===== src/rtl/switch_debounce_if.sv =====
// rtl/switch_debounce_if.sv - raw switch inputs and conditioned level/pulse outputs of switch_debounce
interface switch_debounce_if;
   logic sw1_raw;
   logic sw2_raw;
   logic x1;
   logic x2;
   logic x1_chg;
   logic x2_chg;
   logic any_chg;

   modport master (
      output sw1_raw, sw2_raw,
      input  x1, x2, x1_chg, x2_chg, any_chg
   );

   modport slave (
      input  sw1_raw, sw2_raw,
      output x1, x2, x1_chg, x2_chg, any_chg
   );
endinterface


===== src/rtl/switch_debounce.sv =====
// rtl/switch_debounce.sv - two-channel switch debouncer with change pulses
// Define SWITCH_DEBOUNCE_SYNC_EN to put a two-flop synchroniser in front of each channel.
module switch_debounce #(
   parameter int   DEBOUNCE_CYCLES = 16,
   parameter logic INIT_LEVEL      = 1'b0
) (
   input  logic               clk,
   input  logic               rst_n,
   switch_debounce_if.slave   bus
);
   localparam int            CW       = $clog2(DEBOUNCE_CYCLES + 1);
   localparam logic [CW-1:0] CNT_LAST = CW'(DEBOUNCE_CYCLES - 1);

   typedef enum logic {STABLE = 1'b0, COUNT = 1'b1} state_t;

   logic [1:0]    raw;
   logic [1:0]    s;
   state_t        state_q [2];
   state_t        state_d [2];
   logic [CW-1:0] cnt_q   [2];
   logic [CW-1:0] cnt_d   [2];
   logic [1:0]    x_q;
   logic [1:0]    x_d;
   logic [1:0]    chg_q;
   logic [1:0]    chg_d;
   logic          any_q;

   assign raw = {bus.sw2_raw, bus.sw1_raw};

`ifdef SWITCH_DEBOUNCE_SYNC_EN
   logic [1:0] sync1_q;
   logic [1:0] sync2_q;

   always_ff @(posedge clk or negedge rst_n) begin
      if (!rst_n) begin
         sync1_q <= {2{INIT_LEVEL}};
         sync2_q <= {2{INIT_LEVEL}};
      end else begin
         sync1_q <= raw;
         sync2_q <= sync1_q;
      end
   end

   assign s = sync2_q;
`else
   assign s = raw;
`endif

   // A single differing sample at DEBOUNCE_CYCLES==1 flips straight from STABLE.
   always_comb begin
      for (int i = 0; i < 2; i++) begin
         state_d[i] = state_q[i];
         cnt_d[i]   = cnt_q[i];
         x_d[i]     = x_q[i];
         chg_d[i]   = 1'b0;
         case (state_q[i])
            STABLE: begin
               cnt_d[i] = '0;
               if (s[i] != x_q[i]) begin
                  if (DEBOUNCE_CYCLES == 1) begin
                     x_d[i]   = s[i];
                     chg_d[i] = 1'b1;
                  end else begin
                     cnt_d[i]   = CW'(1);
                     state_d[i] = COUNT;
                  end
               end
            end
            COUNT: begin
               if (s[i] == x_q[i]) begin
                  cnt_d[i]   = '0;
                  state_d[i] = STABLE;
               end else if (cnt_q[i] == CNT_LAST) begin
                  x_d[i]     = s[i];
                  chg_d[i]   = 1'b1;
                  cnt_d[i]   = '0;
                  state_d[i] = STABLE;
               end else begin
                  cnt_d[i] = cnt_q[i] + CW'(1);
               end
            end
            default: begin
               cnt_d[i]   = '0;
               state_d[i] = STABLE;
            end
         endcase
      end
   end

   always_ff @(posedge clk or negedge rst_n) begin
      if (!rst_n) begin
         for (int i = 0; i < 2; i++) begin
            state_q[i] <= STABLE;
            cnt_q[i]   <= '0;
         end
         x_q   <= {2{INIT_LEVEL}};
         chg_q <= 2'b00;
         any_q <= 1'b0;
      end else begin
         for (int i = 0; i < 2; i++) begin
            state_q[i] <= state_d[i];
            cnt_q[i]   <= cnt_d[i];
         end
         x_q   <= x_d;
         chg_q <= chg_d;
         any_q <= |chg_d;
      end
   end

   assign bus.x1      = x_q[0];
   assign bus.x2      = x_q[1];
   assign bus.x1_chg  = chg_q[0];
   assign bus.x2_chg  = chg_q[1];
   assign bus.any_chg = any_q;
endmodule


===== src/flat_wrapper.sv =====
// flat-port wrapper written by rule: the top's interface ports become plain ports
module switch_debounce_flat 
#(
   parameter int   DEBOUNCE_CYCLES = 16,
   parameter logic INIT_LEVEL      = 1'b0
)
  (clk, rst_n, bus_sw1_raw, bus_sw2_raw, bus_x1, bus_x2, bus_x1_chg, bus_x2_chg, bus_any_chg);
  switch_debounce_if bus_i ();
  input  logic clk;
  input  logic rst_n;
  input wire logic [$bits(bus_i.sw1_raw)-1:0] bus_sw1_raw;
  input wire logic [$bits(bus_i.sw2_raw)-1:0] bus_sw2_raw;
  output wire logic [$bits(bus_i.x1)-1:0] bus_x1;
  output wire logic [$bits(bus_i.x2)-1:0] bus_x2;
  output wire logic [$bits(bus_i.x1_chg)-1:0] bus_x1_chg;
  output wire logic [$bits(bus_i.x2_chg)-1:0] bus_x2_chg;
  output wire logic [$bits(bus_i.any_chg)-1:0] bus_any_chg;
  assign bus_i.sw1_raw = bus_sw1_raw;
  assign bus_i.sw2_raw = bus_sw2_raw;
  assign bus_x1 = bus_i.x1;
  assign bus_x2 = bus_i.x2;
  assign bus_x1_chg = bus_i.x1_chg;
  assign bus_x2_chg = bus_i.x2_chg;
  assign bus_any_chg = bus_i.any_chg;
  switch_debounce #(.DEBOUNCE_CYCLES(DEBOUNCE_CYCLES), .INIT_LEVEL(INIT_LEVEL)) u_core (.clk(clk), .rst_n(rst_n), .bus(bus_i));
endmodule

===== config.mk =====
export PLATFORM = sky130hd
export DESIGN_NAME = switch_debounce_flat
export DESIGN_NICKNAME = d
export VERILOG_FILES = /design/src/rtl/switch_debounce_if.sv /design/src/rtl/switch_debounce.sv /design/src/flat_wrapper.sv
export SDC_FILE = /design/constraint.sdc
export NUM_CORES = 1
export LEC_CHECK = 0
export ABC_CLOCK_PERIOD_IN_PS = 3600
export BUFFER_PORTS_ARGS = -buffer_cell sky130_fd_sc_hd__buf_2
export CORE_UTILIZATION = 40
export DETAILED_ROUTE_END_ITERATION = 7
export PLACE_DENSITY = 0.7
export RECOVER_POWER = 25
export SYNTH_ARGS = -nofsm -noshare
export SYNTH_HDL_FRONTEND = slang
export SYNTH_SLANG_ARGS = --single-unit

===== constraint.sdc =====
create_clock -name clk -period 3.6 [get_ports clk]
set_clock_uncertainty 0.15 [all_clocks]
set_input_delay 0.36 -clock clk [delete_from_list [all_inputs] [get_ports clk]]
set_output_delay 0.36 -clock clk [all_outputs]
set_load 0.03 [all_outputs]

* After elaboration in Yosys (flattened, before gate mapping) *
Index checks and enable logic that the tools add are counted.
W data, S select, Z words.

cells by class
  add/subtract/negate cells = 2
  muxes and demuxes = 22
  equality and inequality tests = 6
  bitwise gates (word level) = 4
  reduce and logical (&&, ||, !) cells = 3

operators by type and width
  operator               count
  $mux W5                4
  $pmux W5 S2            2
  $mux W1                14
  $add A5 B1 Y5 const B  2
  $eq A5 B4 Y1 const B   2
  $reduce_and A3 Y1      2
  $not A1 Y1             4
  $pmux W1 S2            2
  $eq A1 B1 Y1           2
  $ne A1 B1 Y1           2
  $reduce_or A2 Y1       1

storage, ports and cells
  input port bits = 4
  output and inout port bits = 5
  word-level logic and storage cells = 45
  flip-flop bits (word level) = 17

* Depth between registers and ports, before layout *
  depth after elaboration = 5
  depth in mapped cells = 4

* Worst setup path after synthesis *
No wires, ideal clock.

  kind = reg-to-reg
  start point = reg u_core.cnt_q[0] in the netlist's numbering
  end point = reg u_core.x_q[1]
  library setup time = 125 ps
  slack = 2,155 ps
  stages on the path, launching flop included = 5
  required time = 3,325 ps
  period minus slack after synthesis = 1,445 ps
  arrival = 1,170 ps
  cells stage by stage = dfrtp_1 -> ha_1 -> and4b_4 -> nand2_2 -> mux2_4

on the way
  word-level cells in the longest chain between the ends = 2

ends and longest elaborated chain
  item                              line                    RTL
  start: declaration                switch_debounce.sv:20   logic [CW-1:0] cnt_q [2];
  start signal: indexed assignment  switch_debounce.sv:102  cnt_q[i] <= cnt_d[i];
  $eq A5 B4 Y1                      switch_debounce.sv:73   end else if (cnt_q[i] == CNT_LAST) begin
  $reduce_and A3 Y1 (no line)       n/a
  end signal: assignment            switch_debounce.sv:96   x_q <= {2{INIT_LEVEL}};
  end: declaration                  switch_debounce.sv:22   logic [1:0] x_q;

No other way between the ends.
A chain may end at the register's enable or synchronous reset.

* Final worst setup path *
  start point = reg u_core.cnt_q[5] in the netlist's numbering
  end point = reg u_core.x_q[0]

The elaborated chain is that of the path after synthesis.

==> summary.txt <==
status = completed
Sequential Power Share = 61.5%
Cell Area, Synth = 701 um^2
number of fillers in the final layout = 156
CP max FO = 3
final wirelength = 1.02 mm
DR pass1 iterations = 2
WL/cell = 11.8 um
Final #Nets = 77
worst path bufs/invs = 0
DIE AREA = 1920 um^2
cell family with most CP delay = flip-flops
IO Count = 9
synthesized net count = 63
DP HPWL = 766 um
core area = 1580 um^2
antenna cells = 0
FP Rows = 14
TNS Setup = 0 ps
Post-Place Cells = 81
Critical Path Start = u_core.cnt_q[5]$_DFF_PN0_
maxcap violations = 0
Yosys reg bits = 17
clk slew on worst S/H paths = 90 ps
antenna violations before repair = 0
slowest cell on the critical path = dfrtp_1
switching pwr = 0.0807 mW
Placer Congestion = 0.728
CTS tree = done
gr ovfl total = 0
R2R depth = 4
first-pass GRT wire length = 1.84 mm
post-CTS resize count = 0
FMAX = 659 MHz
Final Hold Vio Count = 0
Slew @ Worst Pin = 878 ps
Switching Share = 23.9%
Post-Syn Instances = 57
cts bufs inserted = 3
hold crit path type = input port to register
# DRC = 0
Syn Area/Cell = 12.3 um^2
Starting Density = 44.4%
vias in the first global route = 442
# clock sinks = 17
DP Area = 761 um^2
Final Instance Area = 796 um^2
Worst setup SP type = register
Yosys warning total = 0
max-slew violations = 0
Antenna Nets Post-Route = 0
Non-Filler Instances = 86
CP endpoint kind = register
synthesis-to-finish area growth = 13.6%
RSZ-0062 raised after global routing = false
Final min period = 1520 ps
Comb power frac = 9.1%
critical register-to-register path startpoint = u_core.cnt_q[5]$_DFF_PN0_
Clk pwr share = 29.5%
Max clock buf depth = 2
critical-path cell list = ha_1 > and4b_1 > nand2_1 > mux2_4
overall global routing resource usage = 13.5%
proportion of layout cells with a drive suffix above 1 = 22.9%
internal power = 0.257 mW
Seq/Total Area, Yosys = 60.7%
Hold WS = 177 ps
Data required, critical path = 3620 ps
via count = 444
crit path kind = register to register
final core utilization = 50.5%
initial DRC count = 1
LEAKAGE = 0.375 nW
Die Height = 43.9 um
CTS root buf = clkbuf_4
Data arrival, critical path = 1540 ps
Worst-Skew Late Latency = 280 ps
PwrDens = 424 nW/um^2
WP depth = 4
Largest stage delay, worst path = 410 ps
die width = 43.9 um
Worst slew margin = 41.4%
Yosys cell types = 19
Via density = 5.16
worst vdd ir = 0.213 mV
H-Tree Depth = 1
final setup fails = 0
worst hold stages = 2
largest net degree at the start of global routing = 18
hold path start = bus_sw2_raw
Final period util = 42.2%
# port buffers = 8
==> placed cells by master, fill, tap and decap left out <==
cell type / count
clkbuf_4: 3
and2_2: 1
o32ai_1: 1
and3_1: 1
and4b_4: 1
nand2_2: 1
buf_2: 7
ha_1: 2
xnor2_1: 2
nand2_1: 5
o21ai_0: 2
mux2_4: 2
clkbuf_1: 2
and2_1: 3
or2_2: 1
xor2_1: 4
and4b_1: 1
nor2_1: 5
nor3b_1: 1
nor3_1: 3
nand3_1: 4
dlygate4sd3_1: 1
dfrtp_1: 17
==> layout make-up <==
| type | count | area, um^2 | share of cell area (%) |
|---|---|---|---|
| clock buffer | 4 | 26.3 | 3.30 |
| tap | 16 | 20.0 | 2.52 |
| timing repair buffer | 9 | 48.8 | 6.13 |
| multi-input combinational | 40 | 275 | 34.6 |
| sequential | 17 | 425 | 53.5 |
==> registers in the layout, summed over array words and instances (netlist names) <==
name and cells:
u_core.bus.any_chg 1, u_core.chg_q 2, u_core.cnt_q 10, u_core.state_q 2, u_core.x_q 2
==> stage by stage <==
step                setup slack (ps)  power [mW]
detailed placement              2100       0.242
floorplan                       2150       0.230
global route                    2010       0.357
global placement                2100       0.241
CTS                             2080       0.344
finish                          2080       0.337
==> final timing paths <==
path                                              to  slack (ps)
setup / recovery           u_core.x_q[0]$_DFFE_PN0P_        2080
max in group asynchronous  u_core.cnt_q[4]$_DFF_PN0_        2210
hold reg to reg            u_core.chg_q[0]$_DFF_PN0_         350
setup reg to reg           u_core.x_q[0]$_DFFE_PN0P_        2080
min in group asynchronous  u_core.cnt_q[1]$_DFF_PN0_         550
hold / removal             u_core.x_q[1]$_DFFE_PN0P_         180
==> worst reg2reg max path, cell delays in order (launching register included) <==
cell     delay (ps)
dfrtp_1         410
ha_1            240
and4b_1         210
nand2_1         100
mux2_4          300
==> synth_stat cells <==
cell     instances  area [um^2]
dfrtp_1         17          425
nand2_1          5         18.8
nor2_1           5         18.8
nand3_1          4         20.0
xor2_1           4         35.0
and2_1           3         18.8
nor3_1           3         15.0
ha_1             2         25.0
mux2_4           2         30.0
o21ai_0          2         10.0
xnor2_1          2         17.5
and2_2           1         7.51
and3_1           1         6.26
and4b_1          1         10.0
and4b_4          1         13.8
nand2_2          1         6.26
nor3b_1          1         7.51
o32ai_1          1         8.76
or2_2            1         6.26
==> layer usage <==
metal / GRT usage [%] / up-vias / routed length (um)
met3: 2.50 / 2 / 36
li1: - / 221 / -
met4: 9.09 / 0 / 9
met2: 22.1 / 8 / 476
met1: 16.2 / 213 / 497
met5: 0 / - / 0
==> repair_timing <==
action                                  CTS  global route
hold endpoints to repair                 17             0
setup buffers                             0             0
hold buffers                              1             0
endpoints found under the setup margin    0             0
==> power groups by stage <==
stage / registers [mW] / logic, mW / clock network (mW)
floorplan: 0.212 / 0.0179 / 0
global placement: 0.211 / 0.0301 / 0
detailed placement: 0.211 / 0.0309 / 0
CTS: 0.207 / 0.0319 / 0.104
global route: 0.209 / 0.0349 / 0.112
finish: 0.207 / 0.0307 / 0.0994
==> cells by family after synthesis <==
kind of cell / synth area share (%)
muxes: 4.29
and+or+nand+nor: 21.3
DFF: 60.7
adders and majority gates: 3.57
xor gates and xnor gates: 7.50
AOI/OAI and AO/OA: 2.68
Note: power is estimated with default switching activity, not from simulation.
